**config.mk**
```make
export PLATFORM = sky130hd
export DESIGN_NAME = fifo_burst_reader
export DESIGN_NICKNAME = d
export VERILOG_FILES = /design/src/rtl/fifo_burst_reader.sv
export SDC_FILE = /design/constraint.sdc
export NUM_CORES = 1
export LEC_CHECK = 0
export CAP_MARGIN = 20
export CORE_MARGIN = 3
export CORE_UTILIZATION = 25
export DETAILED_ROUTE_END_ITERATION = 7
export PLACE_DENSITY = 0.42
export RECOVER_POWER = 25
export SLEW_MARGIN = 5
export SYNTH_ARGS = -nofsm -noshare
export SYNTH_HDL_FRONTEND = slang
export SYNTH_SLANG_ARGS = --single-unit
```
**constraint.sdc**
```tcl
create_clock -name rd_clk -period 3.9 [get_ports rd_clk]
set_input_delay 0.39 -clock rd_clk [delete_from_list [all_inputs] [get_ports rd_clk]]
set_output_delay 0.39 -clock rd_clk [all_outputs]
set_load 0.01 [all_outputs]
```
**src/rtl/fifo_burst_reader.sv**
```systemverilog
// fifo_burst_reader: credit-limited FIFO reader that frames words into fixed-length bursts,
// padding a burst to completion when the FIFO starves for too long.
module fifo_burst_reader #(
  parameter int DATA_WIDTH = 16,
  parameter int BURST_LEN  = 8,
  parameter int TIMEOUT    = 16,
  parameter int CNT_WIDTH  = 16
) (
  input  logic                  rd_clk,
  input  logic                  rd_rst,
  input  logic                  fifo_empty,
  input  logic [DATA_WIDTH-1:0] fifo_data,
  output logic                  fifo_rd_en,
  output logic                  m_valid,
  input  logic                  m_ready,
  output logic [DATA_WIDTH-1:0] m_data,
  output logic                  m_sop,
  output logic                  m_eop,
  output logic                  m_pad,
  output logic                  underrun,
  output logic [CNT_WIDTH-1:0]  word_cnt
);
  localparam int BW = (BURST_LEN > 1) ? $clog2(BURST_LEN) : 1;
  localparam int SW = $clog2(TIMEOUT + 1);
  localparam logic [BW-1:0] LAST  = BW'(BURST_LEN - 1);
  localparam logic [SW-1:0] LIMIT = SW'(TIMEOUT - 1);
  typedef enum logic [1:0] {IDLE, STREAM, PAD} state_t;
  state_t                r_state, w_next;
  logic [DATA_WIDTH-1:0] r_buf0, r_buf1;
  logic [1:0]            r_occ, w_level, w_base;
  logic                  r_infl, r_underrun;
  logic                  w_hs, w_rpop, w_starve, w_timeout, w_sop, w_eop;
  logic [BW-1:0]         r_beat;
  logic [SW-1:0]         r_starve;
  logic [CNT_WIDTH-1:0]  r_words;

  always_ff @(posedge rd_clk)
    r_state <= rd_rst ? IDLE : w_next;

  always_comb begin
    w_next = r_state;
    if (r_state == IDLE && w_hs && w_sop) w_next = STREAM;
    else if (r_state != IDLE && w_hs && w_eop) w_next = IDLE;
    else if (w_timeout) w_next = PAD;
  end

  always_comb begin
    m_pad      = r_state == PAD;
    m_valid    = m_pad || (r_occ != 2'd0);
    m_data     = m_pad ? '0 : r_buf0;
    w_sop      = r_beat == '0;
    w_eop      = r_beat == LAST;
    m_sop      = m_valid && w_sop;
    m_eop      = m_valid && w_eop;
    w_hs       = m_valid && m_ready;
    w_rpop     = w_hs && !m_pad;
    w_base     = r_occ - {1'b0, w_rpop};
    w_level    = w_base + {1'b0, r_infl};
    fifo_rd_en = !rd_rst && !fifo_empty && !m_pad && (w_level < 2'd2);
    w_starve   = r_state == STREAM && r_occ == 2'd0 && !r_infl && fifo_empty;
    w_timeout  = w_starve && r_starve == LIMIT;
  end

  assign underrun = r_underrun;
  assign word_cnt = r_words;

  // A read in flight at reset is dropped by clearing r_infl, so its data is never captured.
  always_ff @(posedge rd_clk) begin
    if (rd_rst) begin
      r_occ      <= '0;
      r_infl     <= 1'b0;
      r_buf0     <= '0;
      r_buf1     <= '0;
      r_beat     <= '0;
      r_starve   <= '0;
      r_underrun <= 1'b0;
      r_words    <= '0;
    end else begin
      r_infl <= fifo_rd_en;
      r_occ  <= w_level;
      if (w_rpop) r_buf0 <= r_buf1;
      if (r_infl && w_base == 2'd0) r_buf0 <= fifo_data;
      else if (r_infl) r_buf1 <= fifo_data;
      if (w_hs) r_beat <= w_eop ? '0 : r_beat + 1'b1;
      r_starve   <= w_starve ? r_starve + 1'b1 : '0;
      r_underrun <= w_timeout;
      if (w_rpop) r_words <= r_words + 1'b1;
    end
  end
endmodule

```
==> results by group, run 1 <==
Timing
  – RSZ-0062 raised after global routing: false
  – Setup Skew: 0.0109 ns
  – Final hold vios: 0
  – TNS Setup: 0 ns
  – Slew Limit Fails: 0
  – Fmax: 302 MHz
  – Tcrit/Tclk final: 84.8%
  – Slew headroom: 35.1%
  – Setup-failing EPs final: 0
  – Worst-margin pin slew: 0.973 ns
  – Tmin final: 3.31 ns

Critical path
  – Worst setup startpoint: m_ready
  – Critical path type: in -> out
  – Max stage delay on crit path: 0.61 ns
  – WP data arrival: 2.92 ns
  – CP max stage cell: dlygate4sd3_1
  – Setup crit start kind: input pin
  – R2R depth: 9
  – Worst reg-to-reg setup slack: 1.45 ns
  – CP most frequent cell: ha_1
  – Max FO, Critical Path: 5
  – Reg-to-reg startpoint: r_state[1]
  – Critical Path RT: 3.51 ns
  – Critical path, cell by cell: dlygate4sd3_1, o21a_1, nand2_1, clkinv_1, ha_1, inv_1, ha_1, xnor2_1, nor4_1, clkdlybuf4s50_1
  – Critical R2R Capture: r_buf1[12]
  – CP Capture Type: output pin

Finish
  – Antenna diode count: 0
  – Nets: 406
  – Final core utilization: 34.3%
  – Layout cell share with drive strength beyond 1: 6.04%
  – P&R area growth vs syn: 31.4%
  – Fillers: 1,170

Worst hold path
  – Endpoint, Worst Hold: r_starve[0]
  – Min-delay src: r_starve[0]
  – Worst hold path cell count: 1
  – Min-Delay Path Class: reg -> reg

CTS
  – CTS resizes: 0
  – Clock transition at the registers of the reported paths: 0.06 ns
  – Inserted Clock Buffers: 9
  – # hold bufs at CTS: 0
  – TritonCTS clock tree: yes
  – Clock sink total: 62
  – Setup Buffers After CTS: 0
  – Clock Root Buffer: clkbuf_8
  – Clk_lat worst skew: 0.33 ns
  – H-Tree Level Count: 3
  – Clock Path Buffers: 2

Drt
  – Starting DRT DRC Count: 92
  – Post-DRT Antenna Nets: 0
  – # DRC: 0
  – Vias: 2,393
  – Met3 routed WL: 346 microns
  – Met1 WL: 3530 microns
  – Drt pass-1 iters: 4
  – Met2 WL: 3070 microns
  – Max layer used: met4
  – Wire per inst: 13.6 microns
  – Vias per cell: 4.63
  – Total wire length: 7010 microns

Logic synthesis
  – Synth Instances: 323
  – Mean Syn Cell Area: 8.47 sq um
  – Warnings, synthesis: 0
  – Cell Area, Synth: 2740 sq um
  – Synth cell types: 33
  – Post-synthesis sequential area ratio: 45.4%
  – Synthesized flop and latch total: 62
  – Net Count, Synth: 351

Floorplanning
  – DIE AREA: 12,200 sq um
  – DIE HEIGHT: 111 microns
  – DIE WIDTH: 111 microns
  – IO Count: 58
  – Core Region: 10,500 sq um
  – Cell row count: 37
  – Initial Util: 26.1%

Global routing
  – First-pass GRT wire length: 11,900 microns
  – Congestion Overflow GR: 0
  – Vias in the first global route: 2,371
  – GRT Util Overall: 11.9%
  – Largest net degree at the start of global routing: 58
  – Initial antenna violation count: 0

Job
  – Max_cap viols: 0

Power and ir drop
  – Sequential share of power: 39.8%
  – Comb power frac: 36.8%
  – Clk pwr share: 23.4%
  – Peak VDD IR: 207 uV
  – Internal: 0.00133 W
  – Switching Share: 34.3%
  – Sw Pwr: 0.000697 W
  – P_leak: 1.28 nW
  – P per Cell Area: 565 nW/um^2

Status
  – Status: finished clean

Place
  – Final GP Congestion: 0.726
  – Buffers on Ports: 57
  – DP HPWL: 4600 microns
## critical path, delay by kind of cell
kind	cells	cell delay, ns
adders and majority gates	2	0.51
buffers and inverters	4	1.34
xor gates and xnor gates	1	0.15
AOI/OAI and AO/OA	1	0.20
and+or+nand+nor	2	0.33
## how the worst max path moves through the flow
stage                       endpoint  slack (ns)  cells past startpoint
after floorplan           r_buf1[10]        1.13                     11
after detailed placement  fifo_rd_en        0.65                     10
after CTS                 fifo_rd_en        0.63                     10
after global placement    fifo_rd_en        0.68                     10
after global routing      fifo_rd_en        0.42                     10
final                     fifo_rd_en        0.59                     10
## power groups by stage
| stage | logic, W | registers [W] | clock network [W] |
|---|---|---|---|
| floorplan | 0.000460 | 0.000804 | 0 |
| global placement | 0.000762 | 0.000818 | 0 |
| detailed placement | 0.000762 | 0.000821 | 0 |
| CTS | 0.000768 | 0.000809 | 0.000502 |
| global route | 0.000838 | 0.000823 | 0.000526 |
| finish | 0.000748 | 0.000808 | 0.000475 |
## state kept, by name (all words and copies together), names as in the netlist
name	flops
r_buf1	16
r_state	2
r_occ	2
r_starve	5
r_infl	1
r_buf0	16
underrun	1
word_cnt	16
r_beat	3
## per-stage QoR
stage	setup slack, ns	instances	cell area (sq um)	hold WS (ns)	total power (W)
global route	0.422	517	3590	0.496	0.00219
finish	0.593	517	3590	0.458	0.00203
global placement	0.676	503	3440	0.441	0.00158
detailed placement	0.645	503	3440	0.454	0.00158
floorplan	1.13	323	2740	0.418	0.00126
CTS	0.631	517	3600	0.468	0.00208
## synthesized netlist by cell type, drive strengths merged
master | number | area, sq um
nand4 | 3 | 18.8
or4 | 5 | 37.5
nor3 | 1 | 5.00
xor2 | 4 | 35.0
a21boi | 1 | 7.51
xnor2 | 6 | 52.6
nor2b | 2 | 12.5
buf | 4 | 17.5
o211ai | 1 | 7.51
ha | 8 | 100
clkinv | 1 | 3.75
o21a | 1 | 7.51
nand3 | 10 | 50.1
o31ai | 4 | 30.0
and2 | 17 | 106
o21ba | 1 | 10.0
or3 | 8 | 50.1
nand2 | 46 | 173
a21oi | 16 | 80.1
clkbuf | 14 | 52.6
a311oi | 16 | 140
dfxtp | 62 | 1240
mux2i | 16 | 160
nor2 | 46 | 173
o21ai | 7 | 35.0
nor4 | 4 | 25.0
nand2b | 2 | 20.0
and3 | 5 | 31.3
inv | 10 | 40.0
or2 | 2 | 12.5
## cell type report
cell class / count / area, sq um / share of cell area, %
clock inverters: 2 / 10.0 / 0.279
well taps: 136 / 170 / 4.74
flip-flops and latches: 62 / 1240 / 34.5
clock buffers: 12 / 145 / 4.04
multi-input cells: 232 / 1380 / 38.5
inverters: 11 / 43.8 / 1.22
repair buffers: 62 / 599 / 16.7
## cell families after synthesis
group / count (synthesis) / synth area share [%]
multiplexers: 16 / 5.86
buffers and inverters: 29 / 4.16
adder cells (fa/ha/maj): 8 / 3.66
flip-flops: 62 / 45.4
XOR/XNOR: 10 / 3.20
AND/OR/NAND/NOR: 151 / 26.1
AO/OA/AOI/OAI: 47 / 11.6
## routing by layer
metal  vias to the layer above  track usage (%)
li1                       1213                -
met1                      1123             15.8
met2                        52             18.5
met3                         5             4.16
met4                         0             2.96
met5                         -                0
## placed cells by master (no fill, tap or decap), types with 2 or more instances in the layout
cell             count
o21ai_0              7
nand3_1             10
a311oi_1            16
o31ai_1              4
dfxtp_1             62
a21oi_1             16
inv_1                9
and3_1               5
or4_1                5
nand2_1             46
dlygate4sd3_1       13
clkdlybuf4s50_1     43
nor4_1               4
clkbuf_1             3
or3_1                8
mux2i_1             16
clkinv_2             2
buf_4                4
nand4_1              3
ha_1                 8
xnor2_1              6
nor2b_1              2
and2_1              17
nor2_1              46
xor2_1               4
clkbuf_8            10
or2_2                2
Power figures use the tool's default switching activity.
==> run 2: changes to the inputs <==
--- a/config.mk
+++ b/config.mk
@@ -9,7 +9,7 @@
 export CORE_MARGIN = 3
 export CORE_UTILIZATION = 25
 export DETAILED_ROUTE_END_ITERATION = 7
-export PLACE_DENSITY = 0.42
+export PLACE_DENSITY = 0.44
 export RECOVER_POWER = 25
 export SLEW_MARGIN = 5
 export SYNTH_ARGS = -nofsm -noshare
==> constraint.sdc (replaced) <==
create_clock -name rd_clk -period 2.9 [get_ports rd_clk]
set_input_delay 0.29 -clock rd_clk [delete_from_list [all_inputs] [get_ports rd_clk]]
set_output_delay 0.29 -clock rd_clk [all_outputs]
set_load 0.01 [all_outputs]
==> results by group, run 2 (synthesis gave the netlist of run 1 again) <==
Timing
  – Slew headroom: 33.7% (was 35.1%)
  – Setup Skew: 0.00834 ns (was 0.0109 ns)
  – Final hold vios: 0 (unchanged)
  – Tcrit/Tclk final: 86.7%
  – Fin worst setup slack: 0.385 ns (was 0.593 ns)
  – Fmax: 398 MHz
  – Worst-margin pin slew: 0.995 ns (was 0.973 ns)
  – Tmin final: 2.51 ns
  – TNS Setup: 0 ns (unchanged)
  – Fin Hold WS: 0.465 ns (was 0.458 ns)
  – Slew Limit Fails: 0 (unchanged)
  – RSZ-0062 raised after global routing: false (unchanged)
  – Setup-failing EPs final: 0 (unchanged)

CTS
  – Inserted Clock Buffers: 9 (unchanged)
  – Clk_lat worst skew: 0.34 ns (was 0.33 ns)
  – Clock Root Buffer: clkbuf_8 (unchanged)
  – Clock sink total: 62 (unchanged)
  – Clock Path Buffers: 2 (unchanged)
  – H-Tree Level Count: 3 (unchanged)
  – Clock transition at the registers of the reported paths: 0.07 ns (was 0.06 ns)
  – TritonCTS clock tree: yes (unchanged)

Critical path
  – Setup crit start kind: input pin (unchanged)
  – CP Capture Type: output pin (unchanged)
  – R2R depth: 6 (was 9)
  – Reg-to-reg startpoint: r_state[0] (was r_state[1])
  – Worst reg-to-reg setup slack: 0.60 ns (was 1.45 ns)
  – Critical path type: in -> out (unchanged)
  – WP data arrival: 2.22 ns (was 2.92 ns)
  – Max FO, Critical Path: 3 (was 5)
  – Critical R2R Capture: word_cnt[12] (was r_buf1[12])
  – Critical Path RT: 2.61 ns (was 3.51 ns)
  – Worst setup startpoint: m_ready (unchanged)

Finish
  – FF+latch area: 1240 sq um (unchanged)
  – P&R area growth vs syn: 36.0% (was 31.4%)
  – Area of the multi-input gates: 1380 sq um (about the same)
  – Fillers: 1,133 (was 1,170)
  – Layout cell share with drive strength beyond 1: 7.47% (was 6.04%)
  – Antenna diode count: 0 (unchanged)
  – Nets: 411 (was 406)
  – Most common cell after layout, fill and taps aside: dfxtp_1 (unchanged)
  – Most frequent cells in the layout: dfxtp_1 (62), nand2_1 (46), nor2_1 (46) (unchanged)

Place
  – Buffers on Ports: 57 (unchanged)
  – Setup WS pre-CTS: 0.0697 ns (was 0.645 ns)
  – Final GP Congestion: 0.708 (was 0.726)
  – DP HPWL: 4550 microns (was 4600 microns)

Drt
  – Starting DRT DRC Count: 67 (was 92)
  – # DRC: 0 (unchanged)
  – Total wire length: 6990 microns (was 7010 microns)
  – Met1 WL: 3460 microns (was 3530 microns)
  – Vias per cell: 4.55 (was 4.63)
  – Met3 routed WL: 322 microns (was 346 microns)
  – Wire per inst: 13.3 microns (was 13.6 microns)
  – Met2 WL: 3110 microns (was 3070 microns)
  – Post-DRT Antenna Nets: 0 (unchanged)
  – Max layer used: met4 (unchanged)
  – Drt pass-1 iters: 4 (unchanged)
  – Vias: 2,386 (was 2,393)

Global routing
  – Initial antenna violation count: 0 (unchanged)
  – Vias in the first global route: 2,381 (was 2,371)
  – Congestion Overflow GR: 0 (unchanged)
  – First-pass GRT wire length: 11,900 microns (about the same)
  – GRT Util Overall: 11.9% (about the same)
  – Largest net degree at the start of global routing: 58 (unchanged)

Floorplanning
  – IO Count: 58 (unchanged)
  – Core Region: 10,500 sq um (unchanged)
  – Cell row count: 37 (unchanged)
  – DIE HEIGHT: 111 microns (unchanged)
  – Initial Util: 26.1% (unchanged)
  – DIE WIDTH: 111 microns (unchanged)
  – DIE AREA: 12,200 sq um (unchanged)

Power and ir drop
  – P per Cell Area: 831 nW/um^2 (was 565 nW/um^2)
  – Clk pwr share: 30.9% (was 23.4%)
  – Peak VDD IR: 317 uV (was 207 uV)
  – Total power: 0.00309 W (was 0.00203 W)
  – Comb power frac: 34.1% (was 36.8%)
  – Sw Pwr: 0.000963 W (was 0.000697 W)
  – Internal: 0.00213 W (was 0.00133 W)
  – Sequential share of power: 35.0% (was 39.8%)
  – P_leak: 1.37 nW (was 1.28 nW)
  – Switching Share: 31.1% (was 34.3%)

Job
  – Max_cap viols: 0 (unchanged)

Worst hold path
  – Min-Delay Path Class: reg -> reg (unchanged)
  – Endpoint, Worst Hold: r_starve[0] (unchanged)
  – Worst hold path cell count: 1 (unchanged)
  – Min-delay src: r_starve[0] (unchanged)

Status
  – Status: finished clean (unchanged)
run 2: cell type report:
type,instances,area share (%)
Timing Repair Buffer,67,17.2
Tap cell,136,4.57
Clock inverter,3,2.42
Clock buffer,13,4.27
Inverter,11,1.18
Multi-Input combinational cell,232,37.0
Sequential cell,62,33.4
run 2: routing by layer:
metal  vias to the layer above  track usage [%]
met5                         -                0
met4                         0             4.68
met3                         8             3.67
li1                       1228                -
met1                      1100             15.1
met2                        50             18.9
run 2: worst max path at each step:
stage | to | slack, ns | depth (start not counted)
after global routing | fifo_rd_en | 0.25 | 10
after CTS | fifo_rd_en | 0.02 | 9
after global placement | fifo_rd_en | 0.07 | 10
final | fifo_rd_en | 0.39 | 10
after detailed placement | fifo_rd_en | 0.07 | 10
after floorplan | r_buf1[10] | 0.13 | 11
run 2: power groups by stage:
stage | Combinational, W | Sequential, W | Clock, W
floorplan | 0.000618 | 0.00108 | 0
global placement | 0.00108 | 0.00110 | 0
detailed placement | 0.00109 | 0.00110 | 0
CTS | 0.00110 | 0.00108 | 0.00100
global route | 0.00118 | 0.00110 | 0.00103
finish | 0.00106 | 0.00108 | 0.000954
run 2: timing repair:
action	in CTS	in global routing
setup buffers	0	0
gates resized for setup	0	1
hold buffers	0	0
setup endpoints to repair	0	1
run 2: metrics by stage:
step	std cells	cell area (sq um)	utilization, %
finish	524	3720	35.6
global route	524	3720	35.6
CTS	524	3730	35.6
detailed placement	508	3480	33.3
global placement	508	3480	33.3
floorplan	323	2740	-
run 2: critical path: stages:
cell and delay [ns]:
dlygate4sd3_1 0.57, o21a_1 0.13, nand2_1 0.10, clkinv_1 0.09, ha_1 0.32, inv_1 0.05
ha_1 0.18, xnor2_1 0.14, nor4_1 0.16, dlymetal6s2s_1 0.19
==> run 3: changes to the inputs <==
--- a/config.mk
+++ b/config.mk
@@ -6,10 +6,12 @@
 export NUM_CORES = 1
 export LEC_CHECK = 0
 export CAP_MARGIN = 20
+export CELL_PAD_IN_SITES_DETAIL_PLACEMENT = 0
+export CELL_PAD_IN_SITES_GLOBAL_PLACEMENT = 2
 export CORE_MARGIN = 3
 export CORE_UTILIZATION = 25
 export DETAILED_ROUTE_END_ITERATION = 7
-export PLACE_DENSITY = 0.44
+export PLACE_DENSITY = 0.68
 export RECOVER_POWER = 25
 export SLEW_MARGIN = 5
 export SYNTH_ARGS = -nofsm -noshare
==> constraint.sdc (replaced) <==
create_clock -name rd_clk -period 2.9 [get_ports rd_clk]
set_input_delay 0.29 -clock rd_clk [delete_from_list [all_inputs] [get_ports rd_clk]]
set_output_delay 0.29 -clock rd_clk [all_outputs]
set_load 0.02 [all_outputs]
==> results by group, run 3 (synthesis gave the netlist of run 1 again) <==
Place
  – Placed standard-cell area: 3510 sq um (was 3480 sq um)
  – Buffers on Ports: 57 (unchanged)
  – DP Cell Count: 509 (was 508)
  – DP HPWL: 4510 microns (was 4550 microns)
  – Final GP Congestion: 0.704 (was 0.708)
  – Setup WS pre-CTS: -0.00549 ns (was 0.0697 ns)

CTS
  – Clk_lat worst skew: 0.33 ns (was 0.34 ns)
  – H-Tree Level Count: 3 (unchanged)
  – Clock Path Buffers: 2 (unchanged)
  – # hold bufs at CTS: 0 (unchanged)
  – Clock transition at the registers of the reported paths: 0.07 ns (about the same)
  – Inserted Clock Buffers: 9 (unchanged)
  – Clock sink total: 62 (unchanged)
  – Clock Root Buffer: clkbuf_8 (unchanged)
  – TritonCTS clock tree: yes (unchanged)

Timing
  – Setup-failing EPs final: 0 (unchanged)
  – Final hold vios: 0 (unchanged)
  – Setup Skew: 0.00815 ns (was 0.00834 ns)
  – Tcrit/Tclk final: 89.4% (was 86.7%)
  – Slew headroom: 31.5% (was 33.7%)
  – Slew Limit Fails: 0 (unchanged)
  – Fin worst setup slack: 0.307 ns (was 0.385 ns)
  – Fin Hold WS: 0.456 ns (was 0.465 ns)
  – Fmax: 386 MHz (was 398 MHz)
  – Worst-margin pin slew: 1.03 ns (was 0.995 ns)
  – Tmin final: 2.59 ns (was 2.51 ns)
  – RSZ-0062 raised after global routing: false (unchanged)

Floorplanning
  – Core Region: 10,500 sq um (unchanged)
  – DIE HEIGHT: 111 microns (unchanged)
  – Initial Util: 26.1% (unchanged)
  – Cell row count: 37 (unchanged)
  – IO Count: 58 (unchanged)
  – DIE WIDTH: 111 microns (unchanged)
  – DIE AREA: 12,200 sq um (unchanged)

Worst hold path
  – Min-Delay Path Class: reg -> reg (unchanged)
  – Min-delay src: r_starve[0] (unchanged)
  – Endpoint, Worst Hold: r_starve[0] (unchanged)
  – Worst hold path cell count: 1 (unchanged)

Drt
  – Post-DRT Antenna Nets: 0 (unchanged)
  – Vias per cell: 4.58 (was 4.55)
  – Total wire length: 6830 microns (was 6990 microns)
  – Starting DRT DRC Count: 69 (was 67)
  – # DRC: 0 (unchanged)
  – Wire per inst: 13.1 microns (was 13.3 microns)
  – Vias: 2,389 (was 2,386)
  – Drt pass-1 iters: 4 (unchanged)

Global routing
  – First-pass GRT wire length: 12,000 microns (was 11,900 microns)
  – GRT Util Overall: 11.9% (about the same)
  – Largest net degree at the start of global routing: 58 (unchanged)
  – Congestion Overflow GR: 0 (unchanged)
  – Vias in the first global route: 2,405 (was 2,381)
  – Initial antenna violation count: 0 (unchanged)

Critical path
  – WP data arrival: 2.85 ns (was 2.22 ns)
  – CP Capture Type: flop (was output pin)
  – Critical path type: reg -> reg (was in -> out)
  – Critical R2R Capture: word_cnt[12] (unchanged)
  – Worst reg-to-reg setup slack: 0.31 ns (was 0.60 ns)
  – R2R depth: 6 (unchanged)
  – Critical Path RT: 3.16 ns (was 2.61 ns)
  – Reg-to-reg startpoint: r_state[0] (unchanged)
  – Setup crit start kind: flop (was input pin)
  – Max FO, Critical Path: 22 (was 3)

Power and ir drop
  – P per Cell Area: 797 nW/um^2 (was 831 nW/um^2)
  – Total power: 0.00292 W (was 0.00309 W)
  – Peak VDD IR: 256 uV (was 317 uV)
  – P_leak: 1.32 nW (was 1.37 nW)

Finish
  – P&R area growth vs syn: 33.8% (was 36.0%)
  – Post-Layout Inst Area: 3660 sq um (was 3720 sq um)
  – Post-Layout Cell Count: 522 (was 524)
  – Fillers: 1,139 (was 1,133)
  – Nets: 412 (was 411)
  – Most common cell after layout, fill and taps aside: dfxtp_1 (unchanged)
  – Layout cell share with drive strength beyond 1: 7.25% (was 7.47%)
  – Antenna diode count: 0 (unchanged)
  – Most frequent cells in the layout: dfxtp_1 (62), nand2_1 (46), nor2_1 (46) (unchanged)

Job
  – Max_cap viols: 0 (unchanged)

Status
  – Status: finished clean (unchanged)
-- run 3: changes by cell type in the layout (fill, tap and decap cells not counted), sizes merged, moves of 2 or more --
cell and delta:
clkbuf -2, dlygate4sd3 -3, clkdlybuf4s50 +3, bufinv -3
clkinv +2
-- run 3: layer usage --
layer / global-route usage, % / vias to the layer above / share of wire [%]
met2: 18.6 / 52 / 44
li1: - / 1227 / -
met1: 15.6 / 1102 / 50
met5: 0 / - / 0
met3: 4.16 / 8 / 4.9
met4: 2.96 / 0 / 1.0
-- run 3: metrics by stage --
step | utilization (%) | TNS (ns)
final | 35.0 | 0
after detailed placement | 33.6 | -0.00549
after floorplan | - | 0
after CTS | 35.1 | 0
after global placement | 33.6 | -0.0142
after global routing | 35.0 | 0
-- run 3: report_power, final --
part	switching (W)	internal, W
Combinational	0.000624	0.000550
Clock	0.000318	0.000340
Sequential	0.0000886	0.000997
-- run 3: cell type report --
class | count | area [sq um] | share of cell area (%)
Multi-Input combinational cell | 232 | 1380 | 37.6
Sequential cell | 62 | 1240 | 33.9
Timing Repair Buffer | 68 | 668 | 18.3
Tap cell | 136 | 170 | 4.65
Clock buffer | 11 | 151 | 4.14
Inverter | 11 | 42.5 | 1.16
Clock inverter | 2 | 10.0 | 0.274
-- run 3: critical path: stages, from the launching register on --
cell and delay, ns:
dfxtp_1 0.39, nand2b_1 0.15, buf_4 0.26, clkinvlp_2 0.31, or4_1 0.73, or4_1 0.54
a21oi_1 0.15
-- run 3: what timing repair did --
item,CTS,global route
endpoints found under the setup margin,1,0
buffers inserted,0,0
gates resized for setup,1,0
-- run 3: worst max path at each step --
stage	startpoint	end	slack, ns	cells past startpoint
final	r_state[0]	word_cnt[12]	0.31	6
after global routing	r_state[0]	word_cnt[12]	0.15	6
after CTS	r_occ[1]	fifo_rd_en	0.26	9
after detailed placement	m_ready	fifo_rd_en	-0.005	10
after global placement	m_ready	fifo_rd_en	-0.01	10
after floorplan	r_occ[1]	fifo_rd_en	0.07	9
